[src/rtl/xrq_dispatch_pkg.sv]
// Shared NOU request-queue definitions: field widths, rtype encodings, UOV bit indices and entry layout.
package xrq_dispatch_pkg;

  localparam int NOU_SID_WIDTH         = 4;
  localparam int NOU_XOCC_CMD_WIDTH    = 32;
  localparam int NOU_REQ_TYPE_ID_WIDTH = 3;
  localparam int NOU_UOV_SIZE          = 5;
  localparam int NOU_XRQ_ENTRY_W       = 1 + NOU_SID_WIDTH + NOU_XOCC_CMD_WIDTH + NOU_UOV_SIZE;

  localparam logic [NOU_REQ_TYPE_ID_WIDTH-1:0] NOU_RT_GRANT_BUF    = 3'd0;
  localparam logic [NOU_REQ_TYPE_ID_WIDTH-1:0] NOU_RT_GRANT_WL     = 3'd1;
  localparam logic [NOU_REQ_TYPE_ID_WIDTH-1:0] NOU_RT_RECLAIM_BUF  = 3'd2;
  localparam logic [NOU_REQ_TYPE_ID_WIDTH-1:0] NOU_RT_RECLAIM_WL   = 3'd3;
  localparam logic [NOU_REQ_TYPE_ID_WIDTH-1:0] NOU_RT_SEND_PKT_ID  = 3'd4;
  localparam logic [NOU_REQ_TYPE_ID_WIDTH-1:0] NOU_RT_SEND_PKT_REQ = 3'd5;

  localparam int NOU_UOV_IRR   = 0;
  localparam int NOU_UOV_BRR   = 1;
  localparam int NOU_UOV_PWRR  = 2;
  localparam int NOU_UOV_SPIDR = 3;
  localparam int NOU_UOV_SPRR  = 4;

  // What the FIFO actually stores; the valid bit is derived from occupancy at the output.
  typedef struct packed {
    logic [NOU_UOV_SIZE-1:0]       uov;
    logic [NOU_XOCC_CMD_WIDTH-1:0] cmd;
    logic [NOU_SID_WIDTH-1:0]      sid;
  } xrq_slot_t;

  typedef struct packed {
    logic [NOU_UOV_SIZE-1:0]       uov;
    logic [NOU_XOCC_CMD_WIDTH-1:0] cmd;
    logic [NOU_SID_WIDTH-1:0]      sid;
    logic                          vld;
  } xrq_entry_t;

  function automatic logic [NOU_UOV_SIZE-1:0] uov_bit(input int idx);
    uov_bit      = '0;
    uov_bit[idx] = 1'b1;
  endfunction

endpackage

[src/rtl/xrq_dispatch_uov_classify.sv]
// Combinational rtype -> one-hot unit-of-validity mask; unknown rtypes go to the invalid-request unit.
module xrq_uov_classify
  import xrq_dispatch_pkg::*;
(
  input  logic [NOU_REQ_TYPE_ID_WIDTH-1:0] rtype,
  output logic [NOU_UOV_SIZE-1:0]          uov
);

  always_comb begin
    uov = uov_bit(NOU_UOV_IRR);
    case (rtype)
      NOU_RT_GRANT_BUF,   NOU_RT_RECLAIM_BUF: uov = uov_bit(NOU_UOV_BRR);
      NOU_RT_GRANT_WL,    NOU_RT_RECLAIM_WL:  uov = uov_bit(NOU_UOV_PWRR);
      NOU_RT_SEND_PKT_ID:                     uov = uov_bit(NOU_UOV_SPIDR);
      NOU_RT_SEND_PKT_REQ:                    uov = uov_bit(NOU_UOV_SPRR);
      default:                                uov = uov_bit(NOU_UOV_IRR);
    endcase
  end

endmodule

[src/rtl/xrq_dispatch.sv]
// In-order XOCC request queue: head visible the cycle after push, dispatched when all targeted units are ready.
// Upstream is backpressured only by full; a blocked head stalls everything behind it.
module xrq_dispatch
  import xrq_dispatch_pkg::*;
#(
  parameter int DEPTH = 8,
  parameter int CNT_W = $clog2(DEPTH) + 1
) (
  input  logic                          clk,
  input  logic                          rstn,
  input  logic                          xocc_cmd_vld,
  output logic                          xocc_cmd_rdy,
  input  logic [NOU_SID_WIDTH-1:0]      xocc_sid,
  input  logic [NOU_XOCC_CMD_WIDTH-1:0] xocc_cmd,
  input  logic [NOU_UOV_SIZE-1:0]       unit_rdy,
  output logic [NOU_XRQ_ENTRY_W-1:0]    entry_output,
  output logic                          rd_port_vld,
  output logic [CNT_W-1:0]              xrq_cnt,
  output logic                          xrq_empty,
  output logic                          xrq_full
);

  localparam int AW = $clog2(DEPTH);
  localparam int PW = AW + 1;

  logic [PW-1:0]    wr_ptr_q, wr_ptr_d;
  logic [PW-1:0]    rd_ptr_q, rd_ptr_d;
  logic [CNT_W-1:0] cnt_q, cnt_d;

  xrq_slot_t mem_q [DEPTH];
  xrq_slot_t wr_slot;
  xrq_slot_t head;
  xrq_entry_t head_ent;

  logic [NOU_UOV_SIZE-1:0] push_uov;
  logic empty, full, push, pop;

  xrq_uov_classify u_classify (
    .rtype (xocc_cmd[NOU_REQ_TYPE_ID_WIDTH-1:0]),
    .uov   (push_uov)
  );

  // Wrap bit disambiguates full from empty when the index bits match.
  assign empty = (wr_ptr_q == rd_ptr_q);
  assign full  = (wr_ptr_q[AW-1:0] == rd_ptr_q[AW-1:0]) && (wr_ptr_q[AW] != rd_ptr_q[AW]);

  assign head = mem_q[rd_ptr_q[AW-1:0]];
  assign push = xocc_cmd_vld && !full;
  assign pop  = !empty && ((head.uov & unit_rdy) == head.uov);

  always_comb begin
    wr_slot.uov = push_uov;
    wr_slot.cmd = xocc_cmd;
    wr_slot.sid = xocc_sid;
  end

  always_comb begin
    wr_ptr_d = wr_ptr_q + PW'(push);
    rd_ptr_d = rd_ptr_q + PW'(pop);
    cnt_d    = cnt_q + CNT_W'(push) - CNT_W'(pop);
  end

  always_ff @(posedge clk or negedge rstn) begin
    if (!rstn) begin
      wr_ptr_q <= '0;
      rd_ptr_q <= '0;
      cnt_q    <= '0;
    end else begin
      wr_ptr_q <= wr_ptr_d;
      rd_ptr_q <= rd_ptr_d;
      cnt_q    <= cnt_d;
    end
  end

  // Payload storage carries no reset; stale slots are never observable behind the empty gating.
  always_ff @(posedge clk) begin
    if (push) begin
      mem_q[wr_ptr_q[AW-1:0]] <= wr_slot;
    end
  end

  always_comb begin
    head_ent     = '0;
    if (!empty) begin
      head_ent.uov = head.uov;
      head_ent.cmd = head.cmd;
      head_ent.sid = head.sid;
      head_ent.vld = 1'b1;
    end
    entry_output = head_ent;
  end

  assign xocc_cmd_rdy = !full;
  assign rd_port_vld  = pop;
  assign xrq_cnt      = cnt_q;
  assign xrq_empty    = empty;
  assign xrq_full     = full;

endmodule

[config.mk]
export PLATFORM = sky130hd
export DESIGN_NAME = xrq_dispatch
export DESIGN_NICKNAME = d
export VERILOG_FILES = /design/src/rtl/xrq_dispatch_pkg.sv /design/src/rtl/xrq_dispatch_uov_classify.sv /design/src/rtl/xrq_dispatch.sv
export SDC_FILE = /design/constraint.sdc
export NUM_CORES = 1
export LEC_CHECK = 0
export CORE_MARGIN = 2
export CORE_UTILIZATION = 35
export DETAILED_ROUTE_END_ITERATION = 7
export HOLD_SLACK_MARGIN = 0.08
export PLACE_DENSITY = 0.65
export SYNTH_ARGS = -nofsm -noshare
export SYNTH_HDL_FRONTEND = slang
export SYNTH_SLANG_ARGS = --single-unit
[constraint.sdc]
create_clock -name clk -period 4.5 [get_ports clk]
set_input_delay 0.9 -clock clk [delete_from_list [all_inputs] [get_ports clk]]
set_output_delay 0.9 -clock clk [all_outputs]
set_load 0.01 [all_outputs]
### Word-level counts from Yosys, hierarchy flattened

Memories as Yosys holds them, arrays and structs flattened.
Index checks and enable logic that the tools add are counted.

* add/subtract/negate cells: 4
* equality and inequality tests: 9
* mux-type cells: 4
* bitwise logic cells: 1
* reductions and logical operators: 8

Operators with widths (number)
* $mux 42: 1
* $pmux 5 s4: 1
* $add 4x1->4: 3
* $eq 3x2->1 const B: 2
* $eq 3x3->1 const B: 2
* $and 5x5->5: 1
* $eq 5x5->1: 1
* $eq 4x4->1: 1
* $reduce_or 2->1: 2
* $sub 4x1->4: 1
* $eq 3x1->1 const B: 1
* $eq 3x3->1: 1
* $logic_and 1x1->1: 3
* $logic_not 3->1: 1
* $logic_not 1->1: 2
* $mux 1: 2
* $ne 1x1->1: 1

* register bits after elaboration: 12
* bits in writable memories: 328
* bits of input ports: 44
* output and inout port bits: 50
* word-level logic and storage cells: 30
* memories kept: 1

Memory list
* mem_q: words 8, width 41, rd ports 1, clocked after Yosys merged registers in 0, write ports 1, RTL line xrq_dispatch.sv:30 `xrq_slot_t mem_q [DEPTH];`

### Longest topological paths before layout

Gate-level depths: netlist (run 1).

* depth after elaboration: 6
* depth in mapped cells: 13

### Cells and area by module

From an unflattened synthesis (run 1), not the netlist that was laid out.

* cells, all modules: 621
* area, all modules: 13280.2 um^2

By module, submodules not included
* xrq_dispatch: times used 1, cells each 616, area each 13237.7 um^2, seq. area each 10149.7 um^2
* xrq_uov_classify: times used 1, cells each 5, area each 42.5 um^2, seq. area each 0.0 um^2

### Worst setup path before layout (run 1)

OpenSTA, ideal clock, no wires.

* kind: input -> register
* start point: input port xocc_cmd_vld
* end point: memory mem_q[0][0] (netlist bit) (enable)
* arrival time: 3.953 ns
* required time: 4.010 ns
* path slack: 0.057 ns
* cell stages on the path: 4
* buffers on the path: 0
* cells stage by stage: nand2_1 inv_1 nand2b_1 nor3_1

* cells in the longest elaborated chain, start to end: 3

Ends and longest elaborated chain
* from (decl): RTL line xrq_dispatch.sv:11 `input logic xocc_cmd_vld,`
* $logic_and 1x1->1: RTL line xrq_dispatch.sv:48 `assign push = xocc_cmd_vld && !full;`
* $mux 1: RTL line xrq_dispatch.sv:77 `if (push) begin`
* $mux 1 (not written as such): RTL line xrq_dispatch.sv:78 `mem_q[wr_ptr_q[AW-1:0]] <= wr_slot;`
* to (decl): RTL line xrq_dispatch.sv:30

No other way between the ends.

### Worst setup path after layout (run 1)

* start point: register rd_ptr_q[0]
* end point: output port rd_port_vld

* cells in the longest elaborated chain, start to end: 4
* elaborated cells between the ends (all ways): 6

Ends and longest elaborated chain
* from (decl): RTL line xrq_dispatch.sv:27 `logic [PW-1:0] rd_ptr_q, rd_ptr_d;`
* from (signal assigned): RTL line xrq_dispatch.sv:70 `rd_ptr_q <= rd_ptr_d;`
* $mem_v2 8x41
* $and 5x5->5: RTL line xrq_dispatch.sv:49 `assign pop = !empty && ((head.uov & unit_rdy) == head.uov);`
* $eq 5x5->1: RTL line xrq_dispatch.sv:49
* $logic_and 1x1->1 (*): RTL line xrq_dispatch.sv:49
* to (decl): RTL line xrq_dispatch.sv:17 `output logic rd_port_vld,`

Mark *: on every way between the ends. The rest lies on a longest branch, timed or not.

==> results by group, run 1 <==
Routing
  • DR pass1 iterations: 4
  • DRT iter0 DRCs: 411
  • Via density: 4.83
  • Routed WL: 25,600 um
  • Routed wire per std cell: 20.3 um
  • Final antenna-violating net count: 0
  • # DRC: 0
  • DR vias: 6,080

Finish
  • Final #Nets: 777
  • Share of cells above drive strength 1: 21.0%
  • P&R area growth vs syn: 20.4%
  • Final core occ: 42.7%
  • FILL cells: 3,234

Timing
  • Min Hold Slack: 0.501 ns
  • Clock skew: 0.0178 ns
  • Fmax: 248 MHz
  • RSZ-0062 raised after global routing: no
  • Final hold vios: 0
  • Minimum clock period: 4.04 ns
  • Max-slew headroom: 48.8%
  • Setup_tns: 0 ns
  • Count of final setup violators: 0
  • Tightest Pin Transition: 0.766 ns
  • Max-slew violations: 0
  • Period Utilization, post-route: 89.7%

Global route
  • Number of global-route vias before repair: 6,392
  • Largest net degree at the start of global routing: 51
  • Antenna violations before repair: 2
  • All-Layer GR Usage: 13.4%
  • Most crowded layer after global routing: met2
  • Met1 usage: 17.6%
  • First-pass GRT wire length: 39,100 um
  • M2 GR Usage: 22.5%
  • Met3 usage: 2.46%
  • Total congestion overflow: 0

Synth
  • Post-synth ARST share: 3.53%
  • Commonest cells post-synth: edfxtp_1, mux4_2, nor2_1
  • Number of synthesized flops with an enable pin: 328
  • Post-Synthesis Cell Area: 13,300 um2
  • Yosys warning count: 0
  • Main flop type after synthesis: edfxtp_1
  • Syn nets: 661
  • Synth area leaders: edfxtp_1, mux4_2, mux2i_1
  • Mean post-synth cell area: 21.9 um2
  • Synth top area share: 74.0%
  • Synth Register Bits: 340
  • Synth cell types: 39
  • Sequential share of the synthesized area: 76.2%
  • Synth area leader: edfxtp_1
  • Most common cell in the synthesized netlist: edfxtp_1
  • Post-Syn Instances: 608

Outcome
  • Outcome: finished clean

Power
  • VDD IR max: 282 uV
  • Share of total power in sequential cells: 39.7%
  • Pwr Density: 680 nW/um2
  • Comb power frac: 35.1%
  • Leak Pwr: 5.24 nW
  • Clock share of power: 25.2%
  • P_sw: 0.00328 W
  • Int Pwr: 0.00763 W
  • Switching Share: 30.1%

Setup path
  • Crit end category: primary output
  • Crit start category: register
  • Critical Path Start: rd_ptr_q[0]
  • Worst r2r src: rd_ptr_q[1]
  • Crit Path Category: register to primary output
  • Crit Path Max Fanout: 22
  • WP data required: 3.60 ns
  • R2r setup slk: 1.14 ns
  • CP Data Arrival Time: 3.14 ns
  • Setup crit end: rd_port_vld
  • FF-to-FF path depth: 9
  • RR Endpoint: xrq_cnt[2]

Floorplan
  • Floorplan core area: 37,600 um2
  • Die area: 39,600 um2
  • Io pins: 94
  • Core Rows: 71
  • Chip height: 199 um
  • Initial core utilization: 35.4%
  • Die X: 199 um

Placed design
  • Port bufs: 93
  • Gpl congestion: 0.708
  • Hpwl dp: 14,500 um

Clocking
  • CTS resizes: 0
  • CTS Root Buffer Type: clkbuf_16
  • CTS tree: yes
  • CTS Buf Count: 35
  • Clock buffer depth: 3
  • Setup bufs post-CTS: 0
  • Clk Latency, worst-skew pair: 0.51 ns
  • Clock-pin slew on the worst setup and hold paths: 0.06 ns
  • H-tree depth: 2
  • Hold bufs inserted after CTS: 0
  • # clock sinks: 340

Job
  • Maxcap violations: 0

Hold path
  • Worst hold-check path type: register to register
[layout by cell type (no fill, tap or decap), types with 7 or more instances in the layout]
cell             instances
edfxtp_1               328
clkdlybuf4s50_1         93
mux4_2                  71
mux2i_1                 45
nor2_1                  40
clkbuf_16               37
buf_4                    9
dfrtp_1                  9
xnor2_1                  8
ha_1                     8
clkinv_2                 8
buf_12                   7
[sequential cells by signal, summed over array words and instances, names as in the netlist]
| signal | count |
|---|---|
| xrq_cnt | 4 |
| rd_ptr_q | 4 |
| wr_ptr_q | 4 |
| mem_q | 328 |
[routing by layer]
metal,wire [um],vias up
li1,-,2732
met3,1150,33
met1,11300,3186
met2,12700,127
met5,11,-
met4,482,2
[power by group through the flow]
stage | Sequential, W | Combinational, W | Clock, W
after floorplan | 0.00422 | 0.00247 | 0
final | 0.00433 | 0.00383 | 0.00274
after detailed placement | 0.00441 | 0.00394 | 0
after global routing | 0.00439 | 0.00418 | 0.00292
after CTS | 0.00434 | 0.00395 | 0.00281
after global placement | 0.00439 | 0.00393 | 0
[cells by family after synthesis]
| logic type | after synthesis | share of synthesized area [%] |
|---|---|---|
| flops | 340 | 76.2 |
| mux | 127 | 16.9 |
| buf+inv | 37 | 1.89 |
| simple gates | 75 | 2.62 |
| fa+ha+maj | 9 | 0.902 |
| compound gates | 8 | 0.639 |
| xor+xnor | 12 | 0.789 |
[cell type report]
class	instances	area (um2)	share of cell area, %
Sequential cell	340	10200	63.4
Multi-Input combinational cell	231	2970	18.5
Timing Repair Buffer	109	1140	7.10
Clock buffer	41	941	5.87
Tap cell	511	639	3.99
Clock inverter	19	158	0.983
Inverter	7	26.3	0.164
Antenna cell	1	2.50	0.0156
[critical path: stages (launching register included)]
cell             delay (ns)
dfrtp_4                0.56
buf_4                  0.44
mux2i_1                0.26
mux4_2                 0.29
o22ai_1                0.10
nor4_2                 0.36
clkdlybuf4s50_1        0.61
[worst min-delay path by stage]
stage | startpoint | endpoint | cells past startpoint
floorplan | rd_ptr_q[1] | rd_ptr_q[1] | 1
global placement | xrq_cnt[0] | xrq_cnt[0] | 1
detailed placement | xrq_cnt[0] | xrq_cnt[0] | 1
CTS | xrq_cnt[0] | xrq_cnt[0] | 1
global route | xrq_cnt[0] | xrq_cnt[0] | 1
finish | xrq_cnt[0] | xrq_cnt[0] | 1
[per-stage QoR]
stage                     cells  setup WS, ns  power [W]  cell area (um2)
final                      1259         0.463     0.0109            16000
after global routing       1258         0.273     0.0115            16000
after CTS                  1258         0.392     0.0111            16000
after detailed placement   1198         0.935    0.00834            14900
after global placement     1198         0.931    0.00832            14900
after floorplan             608        0.0572    0.00670            13300
(Power assumes the default switching activity.)
==> inputs of run 2 (changes only) <==
- ABC_CLOCK_PERIOD_IN_PS: unset -> 4500
- RECOVER_POWER: unset -> 50
==> run 2 against run 1 <==
Clock power about the same. First-iteration DRC count up 0.49%. Largest power group unchanged. Critical path type unchanged. Sequential power about the same.
==> results by group, run 2 (synthesis gave the netlist of run 1 again) <==
Routing
  • Routed wire per std cell: 20.3 um (about the same)
  • DR pass1 iterations: 4 (unchanged)
  • Via density: 4.83 (about the same)
  • Routed WL: 25,600 um (about the same)
  • DRT iter0 DRCs: 413 (+0.49%)
  • # DRC: 0 (unchanged)
  • DR vias: 6,086 (+0.099%)
  • Final antenna-violating net count: 0 (unchanged)

Finish
  • Finished layout cell area: 16,000 um2 (-0.12%)
  • P&R area growth vs syn: 20.3%
  • Non-Filler Instances: 1,260 (+0.079%)
  • Most common cell after layout, fill and taps aside: edfxtp_1
  • Max FFs per register: 328 (unchanged)
  • Multi-input combinational cell area: 2960 um2 (-0.25%)
  • Most frequent cells in the layout: edfxtp_1, mux4_2, clkdlybuf4s50_1, mux2i_1
  • Share of cells above drive strength 1: 20.9% (-0.13 points)
  • FILL cells: 3,237 (+0.093%)
  • Final #Nets: 777 (unchanged)
  • Final core occ: 42.6% (-0.053 points)
  • Sequential cell area: 10,200 um2 (unchanged)

Floorplan
  • Floorplan core area: 37,600 um2 (unchanged)
  • Die area: 39,600 um2 (unchanged)
  • Chip height: 199 um (unchanged)
  • Core Rows: 71 (unchanged)
  • Die X: 199 um (unchanged)
  • Io pins: 94 (unchanged)
  • Initial core utilization: 35.4% (unchanged)

Clocking
  • Clock-pin slew on the worst setup and hold paths: 0.06 ns (about the same)
  • CTS tree: yes
  • Clk Latency, worst-skew pair: 0.51 ns (about the same)
  • Setup bufs post-CTS: 0 (unchanged)
  • H-tree depth: 2 (unchanged)
  • Clock buffer depth: 3 (unchanged)
  • CTS Root Buffer Type: clkbuf_16
  • # clock sinks: 340 (unchanged)
  • CTS Buf Count: 35 (unchanged)
  • CTS resizes: 0 (unchanged)
  • Hold bufs inserted after CTS: 0 (unchanged)

Global route
  • Largest net degree at the start of global routing: 51 (unchanged)
  • Total congestion overflow: 0 (unchanged)
  • Antenna violations before repair: 5 (+3)
  • First-pass GRT wire length: 39,100 um (unchanged)
  • All-Layer GR Usage: 13.4% (unchanged)
  • Number of global-route vias before repair: 6,392 (unchanged)

Power
  • VDD IR max: 282 uV (about the same)
  • Pwr Density: 680 nW/um2 (about the same)
  • Leak Pwr: 5.25 nW (+0.12%)

Setup path
  • CP Data Arrival Time: 3.12 ns (-0.02 ns)
  • Worst r2r src: rd_ptr_q[1]
  • Crit Path Max Fanout: 22 (unchanged)
  • WP data required: 3.60 ns (about the same)
  • Critical Path Start: rd_ptr_q[0]
  • FF-to-FF path depth: 9 (unchanged)
  • Crit Path Category: register to primary output
  • Crit start category: register
  • Crit end category: primary output

Timing
  • Minimum clock period: 4.02 ns (-0.0125 ns)
  • Fmax: 248 MHz (+0.31%)
  • Period Utilization, post-route: 89.4% (-0.28 points)
  • RSZ-0062 raised after global routing: no
  • Setup_tns: 0 ns (unchanged)
  • Count of final setup violators: 0 (unchanged)
  • Min Hold Slack: 0.496 ns (-0.00465 ns)
  • Max-slew headroom: 5.66% (-43 points)
  • Tightest Pin Transition: 1.42 ns (+0.649 ns)
  • Final hold vios: 0 (unchanged)
  • Max-slew violations: 0 (unchanged)
  • Clock skew: 0.0175 ns (-0.000339 ns)

Outcome
  • Outcome: finished clean

Hold path
  • Hold depth: 1 (unchanged)
  • Worst hold-check path type: register to register
  • Hold Startpoint: xrq_cnt[0]

Job
  • Maxcap violations: 0 (unchanged)

Placed design
  • Port bufs: 93 (unchanged)
  • Hpwl dp: 14,500 um (unchanged)
  • Inst Count DP: 1,198 (unchanged)
  • Gpl congestion: 0.708 (unchanged)
  • DP Area: 14,900 um2 (unchanged)
==> run 2: cell count changes in the layout (fill, tap and decap cells not counted) <==
cell and change:
and2_0 +1, and2_1 -1, buf_12 -1, clkbuf_2 +1
clkdlybuf4s50_1 -41, diode_2 +1, dlygate4sd3_1 +41, nor2_1 +1
nor2_4 -1
==> run 2: power breakdown <==
part           internal [W]  switching, W
combinational       0.00196       0.00184
sequential          0.00403      0.000302
clock               0.00161       0.00113
==> run 2: routing by layer <==
layer	vias up	track usage (%)	wire length (um)
met3	37	2.46	1020
met2	119	22.5	12700
met1	3192	17.6	11400
met5	-	0	32
li1	2732	-	-
met4	6	4.06	487
==> run 2: layout make-up <==
| class | count | share of cell area (%) |
|---|---|---|
| multi-input combinational | 231 | 18.5 |
| clock buffer | 41 | 5.88 |
| tap | 511 | 3.99 |
| inverter | 7 | 0.164 |
| sequential | 340 | 63.5 |
| clock inverter | 19 | 0.985 |
| timing repair buffer | 109 | 7.02 |
| antenna | 2 | 0.0313 |
==> run 2: path summary, 6_finish.rpt <==
kind	slack (ns)	end
setup / recovery	0.48	rd_port_vld
hold / removal	0.50	xrq_cnt[0]
setup reg to reg	1.15	xrq_cnt[2]
hold reg to reg	0.50	xrq_cnt[0]
max in group asynchronous	3.25	rd_ptr_q[2]
min in group asynchronous	0.82	xrq_cnt[0]
==> run 2: stage by stage <==
| stage | worst slack [ns] | total power [W] |
|---|---|---|
| global route | 0.273 | 0.0115 |
| finish | 0.475 | 0.0109 |
| CTS | 0.392 | 0.0111 |
| floorplan | 0.0572 | 0.00670 |
| detailed placement | 0.935 | 0.00834 |
| global placement | 0.931 | 0.00832 |
==> run 2: critical path: stages (launching register included) <==
cell             delay [ns]
dfrtp_4                0.56
buf_4                  0.44
mux2i_1                0.26
mux4_2                 0.29
o22ai_1                0.10
nor4_2                 0.35
clkdlybuf4s50_1        0.61
